--- config.mk ---
export PLATFORM = sky130hd
export DESIGN_NAME = fir_out_buffer_flat
export DESIGN_NICKNAME = d
export VERILOG_FILES = /design/src/rtl/fir_out_buffer_if.sv /design/src/rtl/fir_out_buffer.sv /design/src/flat_wrapper.sv
export SDC_FILE = /design/constraint.sdc
export NUM_CORES = 1
export LEC_CHECK = 0
export BUFFER_PORTS_ARGS = -buffer_cell sky130_fd_sc_hd__buf_4
export CORE_ASPECT_RATIO = 0.8
export CORE_MARGIN = 4
export CORE_UTILIZATION = 27
export CTS_BUF_LIST = sky130_fd_sc_hd__clkbuf_2
export CTS_CLUSTER_DIAMETER = 200
export DETAILED_ROUTE_END_ITERATION = 12
export GPL_ROUTABILITY_DRIVEN = 0
export PLACE_DENSITY = 0.48
export SLEW_MARGIN = 20
export SYNTH_ARGS = -nofsm -noshare
export SYNTH_HDL_FRONTEND = slang
export SYNTH_SLANG_ARGS = --single-unit
--- constraint.sdc ---
create_clock -name CLK -period 3.5 [get_ports CLK]
set_input_delay 0.175 -clock CLK [delete_from_list [all_inputs] [get_ports CLK]]
set_output_delay 0.175 -clock CLK [all_outputs]
set_load 0.005 [all_outputs]
--- src/rtl/fir_out_buffer_if.sv ---
// fir_out_buffer_if
// Bundles the sample input strobe, the valid/ready output handshake and the
// buffer status flags between the FIR output buffer and its neighbours.
// Optional feature macro: FIR_BUF_DROPCNT_EN (adds the DROP_CNT signal).
//
// Handshake semantics (output side): a sample transfers on every rising
// clock edge where VOUT and RDY are both high. VOUT/DOUT hold stable until
// that transfer happens (or reset). RDY may change freely at any time.
// The input side has no backpressure: each VIN strobe is one sample, and it
// is either stored or dropped.
interface fir_out_buffer_if #(
  parameter int WIDTH = 9
);
  logic [WIDTH-1:0] DIN;
  logic             VIN;
  logic [WIDTH-1:0] DOUT;
  logic             VOUT;
  logic             RDY;
  logic             FULL;
  logic             EMPTY;
  logic             OVF;
`ifdef FIR_BUF_DROPCNT_EN
  logic [7:0]       DROP_CNT;
`endif

  // Buffer side: receives samples and ready, drives data/valid/status
  modport slave (
    input  DIN,
    input  VIN,
    input  RDY,
    output DOUT,
    output VOUT,
    output FULL,
    output EMPTY,
    output OVF
`ifdef FIR_BUF_DROPCNT_EN
    ,
    output DROP_CNT
`endif
  );

  // Environment side: drives samples and ready, observes data/valid/status
  modport master (
    output DIN,
    output VIN,
    output RDY,
    input  DOUT,
    input  VOUT,
    input  FULL,
    input  EMPTY,
    input  OVF
`ifdef FIR_BUF_DROPCNT_EN
    ,
    input  DROP_CNT
`endif
  );
endinterface

--- src/rtl/fir_out_buffer.sv ---
// fir_out_buffer
// First-word-fall-through elastic buffer behind the FIR filter. Every valid
// filter sample is captured into a DEPTH x WIDTH register array; the head
// entry is offered to the consumer with a valid/ready handshake. Samples that
// arrive while the buffer is full (and no pop frees a slot that same cycle)
// are discarded and recorded in the sticky OVF flag.
// Optional feature macro: FIR_BUF_DROPCNT_EN adds an 8-bit saturating drop
// counter (DROP_CNT); OVF is then derived from it.
// No FSM: the only state is the array, two pointers, the occupancy counter
// and the overflow tracking.
module fir_out_buffer #(
  parameter int WIDTH = 9,
  parameter int DEPTH = 8
) (
  input  logic               CLK,
  input  logic               RST_n,
  fir_out_buffer_if.slave    bus
);

  localparam int AW = $clog2(DEPTH);

  // Sized constants so pointer/count arithmetic stays width-exact
  localparam logic [AW-1:0] L_PTR_ONE = AW'(1);
  localparam logic [AW:0]   L_CNT_ONE = (AW + 1)'(1);
  localparam logic [AW:0]   L_DEPTH   = (AW + 1)'(DEPTH);

  // Storage and bookkeeping
  logic [WIDTH-1:0] r_mem [DEPTH];
  logic [AW-1:0]    r_wr_ptr;
  logic [AW-1:0]    r_rd_ptr;
  logic [AW:0]      r_count;

  // Decoded status and per-cycle events
  logic w_empty;
  logic w_full;
  logic w_pop;
  logic w_push;
  logic w_drop;

  // Status comes straight from the registered count, so FULL/EMPTY reflect
  // the state after the edge that caused them.
  assign w_empty = (r_count == '0);
  assign w_full  = (r_count == L_DEPTH);

  // A pop needs a valid head entry; there is no bypass, so an empty buffer
  // never pops even when a sample arrives in the same cycle.
  assign w_pop  = !w_empty && bus.RDY;

  // A full buffer can still accept a sample if a pop frees the head slot in
  // the same cycle; in that case the write lands in the slot being vacated.
  assign w_push = bus.VIN && (!w_full || w_pop);
  assign w_drop = bus.VIN && w_full && !w_pop;

  // Sample array write; contents are intentionally left unreset
  always_ff @(posedge CLK) begin
    if (w_push) begin
      r_mem[r_wr_ptr] <= bus.DIN;
    end
  end

  // Write pointer: advances on every accepted sample, wraps modulo DEPTH
  always_ff @(posedge CLK or negedge RST_n) begin
    if (!RST_n) begin
      r_wr_ptr <= '0;
    end else if (w_push) begin
      r_wr_ptr <= r_wr_ptr + L_PTR_ONE;
    end
  end

  // Read pointer: advances on every completed handshake, wraps modulo DEPTH
  always_ff @(posedge CLK or negedge RST_n) begin
    if (!RST_n) begin
      r_rd_ptr <= '0;
    end else if (w_pop) begin
      r_rd_ptr <= r_rd_ptr + L_PTR_ONE;
    end
  end

  // Occupancy: +1 push only, -1 pop only, hold when both or neither
  always_ff @(posedge CLK or negedge RST_n) begin
    if (!RST_n) begin
      r_count <= '0;
    end else begin
      case ({w_push, w_pop})
        2'b10:   r_count <= r_count + L_CNT_ONE;
        2'b01:   r_count <= r_count - L_CNT_ONE;
        default: r_count <= r_count;
      endcase
    end
  end

`ifdef FIR_BUF_DROPCNT_EN
  logic [7:0] r_drop_cnt;

  // Saturating count of discarded samples; nonzero means overflow occurred
  always_ff @(posedge CLK or negedge RST_n) begin
    if (!RST_n) begin
      r_drop_cnt <= '0;
    end else if (w_drop && (r_drop_cnt != 8'hFF)) begin
      r_drop_cnt <= r_drop_cnt + 8'd1;
    end
  end

  assign bus.DROP_CNT = r_drop_cnt;
  assign bus.OVF      = (r_drop_cnt != 8'd0);
`else
  logic r_ovf;

  // Sticky overflow flag: set on the first drop, cleared only by reset
  always_ff @(posedge CLK or negedge RST_n) begin
    if (!RST_n) begin
      r_ovf <= 1'b0;
    end else if (w_drop) begin
      r_ovf <= 1'b1;
    end
  end

  assign bus.OVF = r_ovf;
`endif

  // Outputs. DOUT is forced to zero while empty so that it reads 0 during
  // and right after reset even though the array itself is not cleared.
  assign bus.DOUT  = w_empty ? '0 : r_mem[r_rd_ptr];
  assign bus.VOUT  = !w_empty;
  assign bus.FULL  = w_full;
  assign bus.EMPTY = w_empty;

endmodule

--- src/flat_wrapper.sv ---
// flat-port wrapper written by rule: the top's interface ports become plain ports
module fir_out_buffer_flat 
#(
  parameter int WIDTH = 9,
  parameter int DEPTH = 8
)
  (CLK, RST_n, bus_DIN, bus_VIN, bus_RDY, bus_DOUT, bus_VOUT, bus_FULL, bus_EMPTY, bus_OVF);
  fir_out_buffer_if #(.WIDTH(WIDTH)) bus_i ();
  input  logic CLK;
  input  logic RST_n;
  input wire logic [$bits(bus_i.DIN)-1:0] bus_DIN;
  input wire logic [$bits(bus_i.VIN)-1:0] bus_VIN;
  input wire logic [$bits(bus_i.RDY)-1:0] bus_RDY;
  output wire logic [$bits(bus_i.DOUT)-1:0] bus_DOUT;
  output wire logic [$bits(bus_i.VOUT)-1:0] bus_VOUT;
  output wire logic [$bits(bus_i.FULL)-1:0] bus_FULL;
  output wire logic [$bits(bus_i.EMPTY)-1:0] bus_EMPTY;
  output wire logic [$bits(bus_i.OVF)-1:0] bus_OVF;
  assign bus_i.DIN = bus_DIN;
  assign bus_i.VIN = bus_VIN;
  assign bus_i.RDY = bus_RDY;
  assign bus_DOUT = bus_i.DOUT;
  assign bus_VOUT = bus_i.VOUT;
  assign bus_FULL = bus_i.FULL;
  assign bus_EMPTY = bus_i.EMPTY;
  assign bus_OVF = bus_i.OVF;
  fir_out_buffer #(.WIDTH(WIDTH), .DEPTH(DEPTH)) u_core (.CLK(CLK), .RST_n(RST_n), .bus(bus_i));
endmodule
=== Word-level counts from Yosys, hierarchy flattened ===
Memories as Yosys holds them, arrays and structs flattened.
Index checks and enable logic that the tools add are counted.

* $add $sub $neg: 4
* Reduce and logical (&&, ||, !) cells: 10
* Muxes and demuxes: 4
* Equal/unequal tests: 3

{| class="wikitable"
|+ Operators with widths
! operator !! count
|-
| $mux W9 || 1
|-
| $pmux W4 S2 || 1
|-
| $add A3 B1 Y3 const B || 2
|-
| $add A4 B1 Y4 const B || 1
|-
| $eq A4 B4 Y1 const B || 1
|-
| $logic_and A1 B1 Y1 || 4
|-
| $logic_not A4 Y1 || 1
|-
| $sub A4 B1 Y4 const B || 1
|-
| $logic_not A1 Y1 || 3
|-
| $eq A2 B1 Y1 const B || 1
|-
| $eq A2 B2 Y1 const B || 1
|-
| $mux W1 || 2
|-
| $reduce_bool A2 Y1 || 1
|-
| $logic_or A1 B1 Y1 || 1
|}

* Input port bits: 13
* Output and inout port bits: 13
* Flip-flop bits (word level): 11
* Memories: 1
* Bits in writable memories: 72

{| class="wikitable"
|+ Memory list
! name !! words !! width !! read ports !! clocked after memory_dff !! wr ports !! line !! text
|-
| u_core.r_mem || 8 || 9 || 1 || 0 || 1 || fir_out_buffer.sv:28 || <nowiki>logic [WIDTH-1:0] r_mem [DEPTH];</nowiki>
|}

=== Logic depth before layout (Yosys ltp) ===
Gate-level depths: netlist of the first run.

* Depth in word-level cells: 7
* Mapped depth: 11
* Depth with buffers taken out: 9

=== Least setup slack after synthesis of the first run ===
Ideal clock, no wire load.

* Kind: reg-to-reg
* Start point: register u_core.r_count[1]
* End point: register u_core.r_count[3]
* Data required time: 3.357 ns
* Buffers on the path: 1
* Arrival: 2.475 ns
* Cell stages (with the launch flop): 8
* Setup slack: 0.882 ns
* Cell sequence: dfrtp_1 buf_6 or4b_4 o21ai_4 ha_1 or3b_2 a2111oi_0 o221ai_1

* Longest elaborated chain between the ends: 7

{| class="wikitable"
|+ Ends and longest elaborated chain
! item !! line !! text
|-
| start, declared || fir_out_buffer.sv:31 || <nowiki>logic [AW:0] r_count;</nowiki>
|-
| start signal, assigned || fir_out_buffer.sv:85 || <nowiki>2'b10: r_count <= r_count + L_CNT_ONE;</nowiki>
|-
| start signal, assigned || fir_out_buffer.sv:86 || <nowiki>2'b01: r_count <= r_count - L_CNT_ONE;</nowiki>
|-
| start signal, assigned || fir_out_buffer.sv:87 || <nowiki>default: r_count <= r_count;</nowiki>
|-
| $logic_not A4 Y1 || fir_out_buffer.sv:42 || <nowiki>assign w_empty = (r_count == '0);</nowiki>
|-
| $logic_not A1 Y1 || fir_out_buffer.sv:47 || <nowiki>assign w_pop = !w_empty && bus.RDY;</nowiki>
|-
| $logic_and A1 B1 Y1 || fir_out_buffer.sv:47 ||
|-
| $logic_or A1 B1 Y1 || fir_out_buffer.sv:51 || <nowiki>assign w_push = bus.VIN && (!w_full || w_pop);</nowiki>
|-
| $logic_and A1 B1 Y1 || fir_out_buffer.sv:51 ||
|-
| $eq A2 B1 Y1 / $eq A2 B2 Y1 (equally long branches) || fir_out_buffer.sv:84 || <nowiki>case ({w_push, w_pop})</nowiki>
|-
| $pmux W4 S2 / $reduce_bool A2 Y1 (equally long branches) || - ||
|}

Parallel ways exist; a longest one is shown, timed or not.
A chain may end at the register's enable or synchronous reset.

=== Worst setup path after layout of the first run ===
* Start point: register u_core.r_count[0]
* End point: register u_core.r_count[3]

The elaborated chain is that of the path after synthesis.

==> impl_metrics.json, run 1 <==
{
  "fp.dieH_um": 108,
  "synth_flop_cell": "edfxtp_1",
  "netSwitchingFraction_pct": 31.4,
  "worst_ir_drop_vdd_uv": 177,
  "final_layout_size_suffix_gt1_share_pct": 34.2,
  "cts_resized": 0,
  "first_pass_grt_wire_length_um": 10300,
  "nNetsFinal": 241,
  "maxCapViolCount": 0,
  "synth_fp_nets": 191,
  "synth_seq_cells": 83,
  "ys_warn_count": 0,
  "finalClockSkew_ps": 27.2,
  "finalHoldViolCount": 0,
  "remaining_drc_errors": 0,
  "detailroute.via_count": 1714,
  "worst-setup-path-type": "reg2reg",
  "post_place_setup_slack_ps": 641,
  "worst-endpoint-required_ps": 3890,
  "yosysSeqAreaShare_pct": 71.7,
  "insertion_delay_ps": 520,
  "cellPowerDensity_nw_per_um2": 734,
  "track_usage_pct": 9.82,
  "top_level_ports": 26,
  "launch_point_of_the_worst_hold_path": "bus_DIN[1]",
  "critical_path.reg2reg.startpoint": "u_core.r_count[0]$_DFFE_PN0P_",
  "grt_start_max_net_pins": 21,
  "r2r_slack_ps": 600,
  "cts_tree": "done",
  "io_buffer_count": 25,
  "layout_worst_path_cycle_share_pct": 82.8,
  "outcome": "complete, no violations",
  "syn_avg_cell_area_um2": 19.7,
  "detail_route.wirelength_um": 6540,
  "p_int_mw": 2.05,
  "first_pass_iters": 4,
  "area.growth.synth_to_final_pct": 19.6,
  "max-clock-path-buffers": 2,
  "main_combinational_cell_family_by_area_after_synthesis": "multiplexers",
  "post_synth_xor_area_fraction_pct": 1.80,
  "drt.antenna.violating_nets": 0,
  "layout_min_cycle_time_ps": 2900,
  "setup-tns-final_ps": 0,
  "std_cell_rows": 36,
  "timing.reg2reg.worst_path_depth": 6,
  "fp.coreArea_um2": 12300,
  "tritoncts.num_buffers": 9,
  "comb_power_share_pct": 36.1,
  "htreeDepth": 3,
  "timing.hold.worst_endpoint": "u_core.r_mem[0][1]$_DFFE_PP_",
  "final_common_cell": "edfxtp_1",
  "initial_utilization_pct": 27.8,
  "tritoncts_num_sinks": 83,
  "first_global_vias": 1781,
  "grt.overflow.total": 0,
  "grt_antenna_before_repair": 0,
  "worst_r2r_end": "u_core.r_count[3]$_DFFE_PN0P_",
  "synth_compound_gate_area_share_pct": 4.86,
  "synth_simple_gate_area_share_pct": 4.23,
  "mux_cell_area_share_after_synthesis_pct": 13.2,
  "netSwitchingPower_mw": 0.938,
  "clk_pin_slew_ps": 210,
  "slew_headroom_pct": 39.2,
  "rsz0062_at_grt": "no",
  "leakage_nw": 1.41,
  "design.die.area_um2": 14500,
  "ys_async_sr_fraction_pct": 13.3,
  "place.detailed.hpwl_um": 4060,
  "fin_ws_ps": 603,
  "critical_path_end_type": "register",
  "post_drt_via_cell_ratio": 4.30,
  "whs_path_depth": 2,
  "critical_path_peak_fanout": 8,
  "worst-slew-pin-transition_ps": 911,
  "achievable-frequency_mhz": 345,
  "final_cell_mix": "72 x edfxtp_1, 33 x buf_4, 18 x mux4_2, 14 x dlygate4sd3_1, 12 x clkbuf_2",
  "initialDrtViolationCount": 117,
  "seq_power_share_pct": 48.2,
  "hp-class": "in2reg",
  "final-setup-viol-count": 0,
  "clockPowerShare_pct": 15.7,
  "synth_enable_flop_cells": 72,
  "routedWlPerCell_um": 16.4,
  "worst_setup_path_start_kind": "register",
  "insertedDiodeCount": 0,
  "timing.critical_path.arrival_ps": 3290,
  "synthCells": 173,
  "floorplan.die.width_um": 133,
  "synth.cell_area_um2": 3400,
  "synth_adder_area_share_pct": 1.84,
  "final-max-slew-violation-count": 0,
  "synth_cell_types": 38,
  "cts_root_buf": "clkbuf_2"
}
## logic make-up (layout without fill, tap and decap cells)
kind of cell               after synthesis  count (layout)
AOI/OAI and AO/OA                       19              19
adders and majority gates                5               5
xor gates and xnor gates                 7               7
muxes                                   22              22
buffers and inverters                   14              69
and+or+nand+nor                         23              23
DFF                                     83              83
## metrics by stage
| step | hold WS [ps] | instance area [um2] | total power, mW | util [%] | instances |
|---|---|---|---|---|---|
| final | 414 | 4070 | 2.99 | 33.2 | 399 |
| after global routing | 343 | 4070 | 3.20 | 33.2 | 399 |
| after CTS | 363 | 4060 | 3.05 | 33.2 | 399 |
| after detailed placement | 22.6 | 3820 | 2.56 | 31.2 | 369 |
| after global placement | 23.4 | 3820 | 2.55 | 31.2 | 369 |
| after floorplan | -121 | 3400 | 2.14 | - | 173 |
## flip-flops by register name, indices dropped and copies added (netlist names)
name,flops
u_core.r_mem,72
u_core.r_count,4
u_core.r_rd_ptr,3
u_core.r_wr_ptr,3
u_core.bus.OVF,1
## power by group through the flow
stage,Sequential [mW],Combinational (mW),Clock (mW)
after global placement,1.46,1.09,0
after CTS,1.44,1.11,0.490
after floorplan,1.37,0.770,0
after detailed placement,1.46,1.09,0
final,1.44,1.08,0.469
after global routing,1.46,1.19,0.542
## synth_stat cells, types with 2 or more instances
| cell | count | area share (%) |
|---|---|---|
| a22o_1 | 9 | 2.3 |
| buf_6 | 3 | 0.99 |
| clkbuf_1 | 2 | 0.22 |
| dfrtp_1 | 11 | 8.1 |
| edfxtp_1 | 72 | 64 |
| ha_1 | 5 | 1.8 |
| inv_1 | 6 | 0.66 |
| mux2_2 | 3 | 0.99 |
| mux4_2 | 18 | 12 |
| nand2_1 | 2 | 0.22 |
| nand2b_1 | 2 | 0.37 |
| nor2_1 | 5 | 0.55 |
| nor3_1 | 4 | 0.59 |
| o211ai_1 | 2 | 0.44 |
| xnor2_1 | 6 | 1.5 |
## layer usage
layer | GRT usage [%] | vias to the layer above | part of all wire, %
met5 | 0 | - | 0
met4 | 2.64 | 0 | 1.0
met3 | 3.95 | 5 | 4.0
met2 | 14.2 | 33 | 44
met1 | 13.7 | 872 | 51
li1 | - | 804 | -
## final cells by class
type                            count  area [um2]
Timing Repair Buffer               47         388
Tap cell                          171         214
Clock buffer                       12        60.1
Multi-Input combinational cell     76         902
Clock inverter                      4        43.8
Sequential cell                    83        2440
Inverter                            6        22.5
Fill cell                        1200        8180
## worst max-delay path, cell delays in order, from the launching register on
cell and delay, ps:
dfrtp_1 490, or4b_4 600, o21ai_4 300, ha_1 320, or3b_2 480, a2111oi_0 410
o221ai_1 190
## worst max-delay path by stage
stage / from / end / slack [ps] / cells after the start
floorplan: u_core.r_count[1]$_DFFE_PN0P_ / u_core.r_count[3]$_DFFE_PN0P_ / 880 / 7
global placement: u_core.r_count[0]$_DFFE_PN0P_ / u_core.r_count[3]$_DFFE_PN0P_ / 710 / 6
detailed placement: u_core.r_count[0]$_DFFE_PN0P_ / u_core.r_count[3]$_DFFE_PN0P_ / 640 / 6
CTS: u_core.r_count[0]$_DFFE_PN0P_ / u_core.r_count[3]$_DFFE_PN0P_ / 620 / 6
global route: u_core.r_count[0]$_DFFE_PN0P_ / u_core.r_count[3]$_DFFE_PN0P_ / 430 / 6
finish: u_core.r_count[0]$_DFFE_PN0P_ / u_core.r_count[3]$_DFFE_PN0P_ / 600 / 6
## timing repair
action                    CTS  global route
hold buffers               14             0
setup buffers               0             0
hold endpoints to repair   88             0
(Power assumes the default switching activity.)
==> run 2, diff against run 1 <==
PLACE_DENSITY = 0.5   (was 0.48)
clock period = 2.51 ns   (was 3.5 ns; I/O delays follow)
==> run 2 against run 1 <==
Compared with the run above:
- clock skew decreased by 4.5 ps
- die area unchanged
- combinational power increased by 58%
- register-to-register slack got worse by 510 ps
- setup slack got worse by 510 ps
- via count increased by 2.6%
- final cell count increased by 2.3%
- global-route usage about the same
- sequential share of layout area decreased by 2.0 points
- wire length unchanged
- clock-buffer cell count decreased by 2
- total power increased by 48%
- critical path type unchanged
- highest routed layer unchanged
==> impl_metrics.json, run 2 (same netlist as run 1, synthesis figures left out) <==
{
  "outcome": "complete, no violations",
  "nNetsFinal": 250,
  "area.growth.synth_to_final_pct": 23.8,
  "detailroute.via_count": 1759,
  "routedWlPerCell_um": 16.0,
  "clk_pin_slew_ps": 220,
  "final_cell_mix": "72 x edfxtp_1, 41 x buf_4, 18 x mux4_2, 14 x dlygate4sd3_1",
  "tritoncts.num_buffers": 9,
  "cts_root_buf": "clkbuf_2",
  "achievable-frequency_mhz": 414,
  "final-setup-viol-count": 0,
  "finalHoldViolCount": 0,
  "grt.overflow.total": 0,
  "timing.reg2reg.worst_path_depth": 6,
  "grt_start_max_net_pins": 15,
  "detailed_place.area_um2": 3930,
  "final_layout_size_suffix_gt1_share_pct": 39.2,
  "layout.area.seq_um2": 2440,
  "worst_setup_path_start_kind": "register",
  "max-clock-path-buffers": 2,
  "layout_worst_path_cycle_share_pct": 96.3,
  "reg.largest.list": "u_core.r_mem (72), u_core.r_count (4)",
  "finish.cell_count_without_fillers": 408,
  "first_pass_iters": 5,
  "final_common_cell": "edfxtp_1",
  "finalClockSkew_ps": 22.6,
  "post_place_setup_slack_ps": 89.1,
  "place.detailed.hpwl_um": 4520,
  "insertedDiodeCount": 0,
  "fp.dieH_um": 108,
  "placed_cells_incl_taps": 378,
  "initialDrtViolationCount": 143,
  "fill_cells": 1183,
  "floorplan.die.width_um": 133,
  "final_standard_cell_area_without_fillers_um2": 4210,
  "cts_tree": "done",
  "detail_route.wirelength_um": 6540,
  "worst-endpoint-required_ps": 2900,
  "io_buffer_count": 25,
  "hp-class": "in2reg",
  "cellPowerDensity_nw_per_um2": 1050,
  "multiInputGateArea_um2": 928,
  "design.die.area_um2": 14500,
  "slew_headroom_pct": 64.5,
  "worst-slew-pin-transition_ps": 531,
  "htreeDepth": 3,
  "fp.coreArea_um2": 12300,
  "critical_path_end_type": "register",
  "std_cell_rows": 36,
  "setup-tns-final_ps": 0,
  "rsz0062_at_grt": "no",
  "first_pass_grt_wire_length_um": 10400,
  "remaining_drc_errors": 0,
  "insertion_delay_ps": 500,
  "initial_utilization_pct": 27.8,
  "layout_min_cycle_time_ps": 2420,
  "grt_antenna_before_repair": 0,
  "top_level_ports": 26,
  "timing.critical_path.arrival_ps": 2800,
  "largest_register_ffs": 72,
  "tritoncts_num_sinks": 83,
  "post_drt_via_cell_ratio": 4.31,
  "track_usage_pct": 9.87,
  "critical_path_peak_fanout": 6,
  "worst-setup-path-type": "reg2reg",
  "first_global_vias": 1870,
  "r2r_slack_ps": 90,
  "whs_path_depth": 2,
  "maxCapViolCount": 0,
  "leakage_nw": 1.46,
  "worst_ir_drop_vdd_uv": 330,
  "drt.antenna.violating_nets": 0,
  "final-max-slew-violation-count": 0,
  "fin_ws_ps": 92.9,
  "cts_setup_buffers": 0,
  "largest-register": "u_core.r_mem"
}
## run 2: final cells by class
type,instances,area share (%)
sequential,83,57.9
multi-input combinational,76,22.1
timing repair buffer,56,11.1
tap,171,5.08
clock inverter,6,2.11
clock buffer,10,1.19
inverter,6,0.535
## run 2: path summary, 6_finish.rpt
check / startpoint / end
worst max-delay path: u_core.r_count[0]$_DFFE_PN0P_ / u_core.r_count[3]$_DFFE_PN0P_
worst min-delay path: bus_DIN[0] / u_core.r_mem[4][0]$_DFFE_PP_
worst max register to register: u_core.r_count[0]$_DFFE_PN0P_ / u_core.r_count[3]$_DFFE_PN0P_
worst min register to register: u_core.r_rd_ptr[2]$_DFFE_PN0P_ / u_core.r_rd_ptr[2]$_DFFE_PN0P_
max in group asynchronous: RST_n / u_core.r_rd_ptr[0]$_DFFE_PN0P_
min in group asynchronous: RST_n / u_core.bus.OVF$_DFFE_PN0P_
## run 2: stage by stage
step           hold slack (ps)  total power [mW]  utilization [%]
6_report                   381              4.43             34.4
4_1_cts                    339              4.52             34.4
3_5_place_dp             -24.6              3.72             32.1
3_3_place_gp             -19.7              3.67             32.1
5_1_grt                    295              4.75             34.4
2_1_floorplan             -170              3.03                -
## run 2: what timing repair did
action,in CTS,in global routing
setup endpoints to repair,0,8
hold endpoints to repair,87,0
hold buffers,14,0
resized for setup,0,1
## run 2: per-layer routing
layer	routed length [um]	vias to the layer above	track usage [%]
met1	3160	909	13.0
li1	-	817	-
met5	0	-	0
met2	3110	29	15.7
met4	37	0	2.42
met3	228	4	3.63
## run 2: critical path: stages, from the launching register on
cell,delay (ps)
dfrtp_1,450
or4b_4,590
o21ai_4,240
ha_4,190
or3b_4,390
a2111oi_2,290
o221ai_1,160
## run 2: report_power, final
part           internal, mW  total (mW)  switching (mW)
clock                 0.335       0.776           0.441
combinational         0.961        1.71           0.746
sequential             1.77        1.95           0.176
==> run 3, diff against run 2 <==
==> constraint.sdc (replaced) <==
create_clock -name CLK -period 2.51 [get_ports CLK]
set_input_delay 0.753 -clock CLK [delete_from_list [all_inputs] [get_ports CLK]]
set_output_delay 0.753 -clock CLK [all_outputs]
set_load 0.005 [all_outputs]
==> run 3 against run 2 <==
Compared with the run above:
- the run now ends with negative setup slack left
- global-route usage grew 0.53 points
- register-to-register slack lost 90 ps
- worst hold slack gained 62 ps
- flip-flop and latch count is the same
- clock-buffer cell count shrank 1
- clock power grew 14%
- critical path depth shrank 2
- critical endpoint is now bus_DOUT[4]
- utilization shrank 0.23 points
==> impl_metrics.json, run 3 (same netlist as run 1, synthesis figures left out) <==
{
  "comb_power_share_pct": 40.1,
  "clk_pin_slew_ps": 230,
  "std_cell_rows": 36,
  "floorplan.die.width_um": 133,
  "netSwitchingPower_mw": 1.45,
  "placed_cells_incl_taps": 374,
  "seq_power_share_pct": 41.1,
  "leakage_nw": 1.44,
  "netSwitchingFraction_pct": 30.9,
  "worst-endpoint-required_ps": 1760,
  "slew_headroom_pct": 27.3,
  "finalHoldViolCount": 0,
  "tritoncts.num_buffers": 9,
  "clockPowerShare_pct": 18.9,
  "outcome": "finished, violations left",
  "r2r_slack_ps": 0,
  "tritoncts_num_sinks": 83,
  "layout_min_cycle_time_ps": 2880,
  "largest-register": "u_core.r_mem",
  "design.die.area_um2": 14500,
  "critical_path_peak_fanout": 5,
  "io_buffer_count": 25,
  "fp.coreArea_um2": 12300,
  "first_pass_grt_wire_length_um": 10900,
  "max-clock-path-buffers": 2,
  "finalCoreUtilization_pct": 34.1,
  "final-setup-viol-count": 13,
  "layout_worst_path_cycle_share_pct": 115,
  "worst_r2r_end": "u_core.r_count[3]$_DFFE_PN0P_",
  "fin_ws_ps": -374,
  "largest_register_ffs": 72,
  "track_usage_pct": 10.4,
  "whs_path_depth": 1,
  "rsz0062_at_grt": "yes",
  "final_cell_mix": "72 x edfxtp_1, 38 x buf_4, 18 x mux4_2, 10 x dfrtp_1",
  "critical_path.reg2reg.startpoint": "u_core.r_count[1]$_DFFE_PN0P_",
  "detail_route.wirelength_um": 7200,
  "reg.largest.list": "u_core.r_mem (72), u_core.r_count (4)",
  "remaining_drc_errors": 0,
  "violations_in_the_final_reports": "negative setup slack",
  "worst_ir_drop_vdd_uv": 321,
  "final-max-slew-violation-count": 0,
  "area.growth.synth_to_final_pct": 23.0,
  "maxCapViolCount": 0,
  "routedWlPerCell_um": 18.1,
  "first_pass_iters": 4,
  "launch_point_of_the_worst_hold_path": "bus_DIN[3]",
  "post_drt_via_cell_ratio": 4.41,
  "p_int_mw": 3.24,
  "finish.cell_count_without_fillers": 398,
  "grt_antenna_before_repair": 0,
  "timing.reg2reg.worst_path_depth": 8,
  "drt.antenna.violating_nets": 0,
  "insertedDiodeCount": 0,
  "finalClockSkew_ps": 14.9,
  "timing.critical_path.arrival_ps": 2130,
  "hp-class": "in2reg",
  "cellPowerDensity_nw_per_um2": 1120,
  "final_layout_size_suffix_gt1_share_pct": 44.1,
  "first_global_vias": 1869,
  "worst_setup_path_start_kind": "register",
  "top_level_ports": 26,
  "grt_start_max_net_pins": 21,
  "htreeDepth": 3,
  "finalPower_mw": 4.69,
  "cts_root_buf": "clkbuf_2",
  "place.detailed.hpwl_um": 4300,
  "achievable-frequency_mhz": 347,
  "setup-tns-final_ps": -3450,
  "detailed_place.area_um2": 3910,
  "detailroute.via_count": 1755,
  "worst-slew-pin-transition_ps": 1090,
  "timing.hold.worst_endpoint": "u_core.r_mem[4][3]$_DFFE_PP_",
  "initialDrtViolationCount": 82,
  "fp.dieH_um": 108,
  "final_common_cell": "edfxtp_1",
  "critical_path_end_type": "primary output",
  "insertion_delay_ps": 530,
  "post_place_setup_slack_ps": 94.5,
  "worst-setup-path-type": "reg2out",
  "initial_utilization_pct": 27.8,
  "final_standard_cell_area_without_fillers_um2": 4180,
  "nNetsFinal": 240,
  "cts_tree": "done",
  "timing.hold.ws_ps": 443,
  "grt.overflow.total": 0
}
run 3: cell types whose count changed in the layout (fill, tap and decap cells not counted), sizes merged:
cell	before	now
and2	1	2
buf	42	43
bufinv	2	3
clkinvlp	2	3
dlygate4sd3	14	1
inv	7	6
run 3: worst max-delay path by stage:
stage,cells past startpoint,from,slack [ps],to
2_1_floorplan,7,u_core.r_count[0]$_DFFE_PN0P_,70,u_core.r_count[3]$_DFFE_PN0P_
3_3_place_gp,6,u_core.r_count[0]$_DFFE_PN0P_,110,bus_DOUT[8]
3_5_place_dp,6,u_core.r_count[2]$_DFFE_PN0P_,90,u_core.r_count[3]$_DFFE_PN0P_
4_1_cts,4,u_core.r_count[1]$_DFFE_PN0P_,-450,bus_DOUT[8]
5_1_grt,4,u_core.r_count[2]$_DFFE_PN0P_,-490,bus_DOUT[8]
6_report,4,u_core.r_count[2]$_DFFE_PN0P_,-370,bus_DOUT[4]
run 3: layout make-up:
type / instances / area [um2]
inverter: 6 / 22.5
tap: 171 / 214
sequential: 83 / 2440
clock inverter: 7 / 116
fill: 1202 / 8070
timing repair buffer: 45 / 394
clock buffer: 9 / 45.0
multi-input combinational: 77 / 951
run 3: routing by layer:
layer  share of wire [%]  track usage [%]
met5                   0                0
met4                0.82             3.30
met3                 3.3             3.72
met2                  48             15.9
met1                  48             13.9
run 3: worst max-delay path: stages, from the launching register on:
cell and delay [ps]:
dfrtp_1 440, or4_4 590, and2_4 210, a22o_1 230
buf_4 140
run 3: what timing repair did:
action                                 CTS  global route
setup endpoints to repair               12            14
cloned                                   0             2
resized for setup                        4             7
pin swaps                                5             5
hold buffers                             1             0
buffers inserted                         4             2
endpoints found under the hold margin   11             0
run 3: power by group through the flow:
stage / Combinational (mW) / Sequential, mW / Clock (mW)
2_1_floorplan: 1.11 / 1.91 / 0
3_3_place_gp: 1.76 / 1.94 / 0
3_5_place_dp: 1.78 / 1.95 / 0
4_1_cts: 1.84 / 1.91 / 0.916
5_1_grt: 2.06 / 1.96 / 0.964
6_report: 1.88 / 1.93 / 0.885
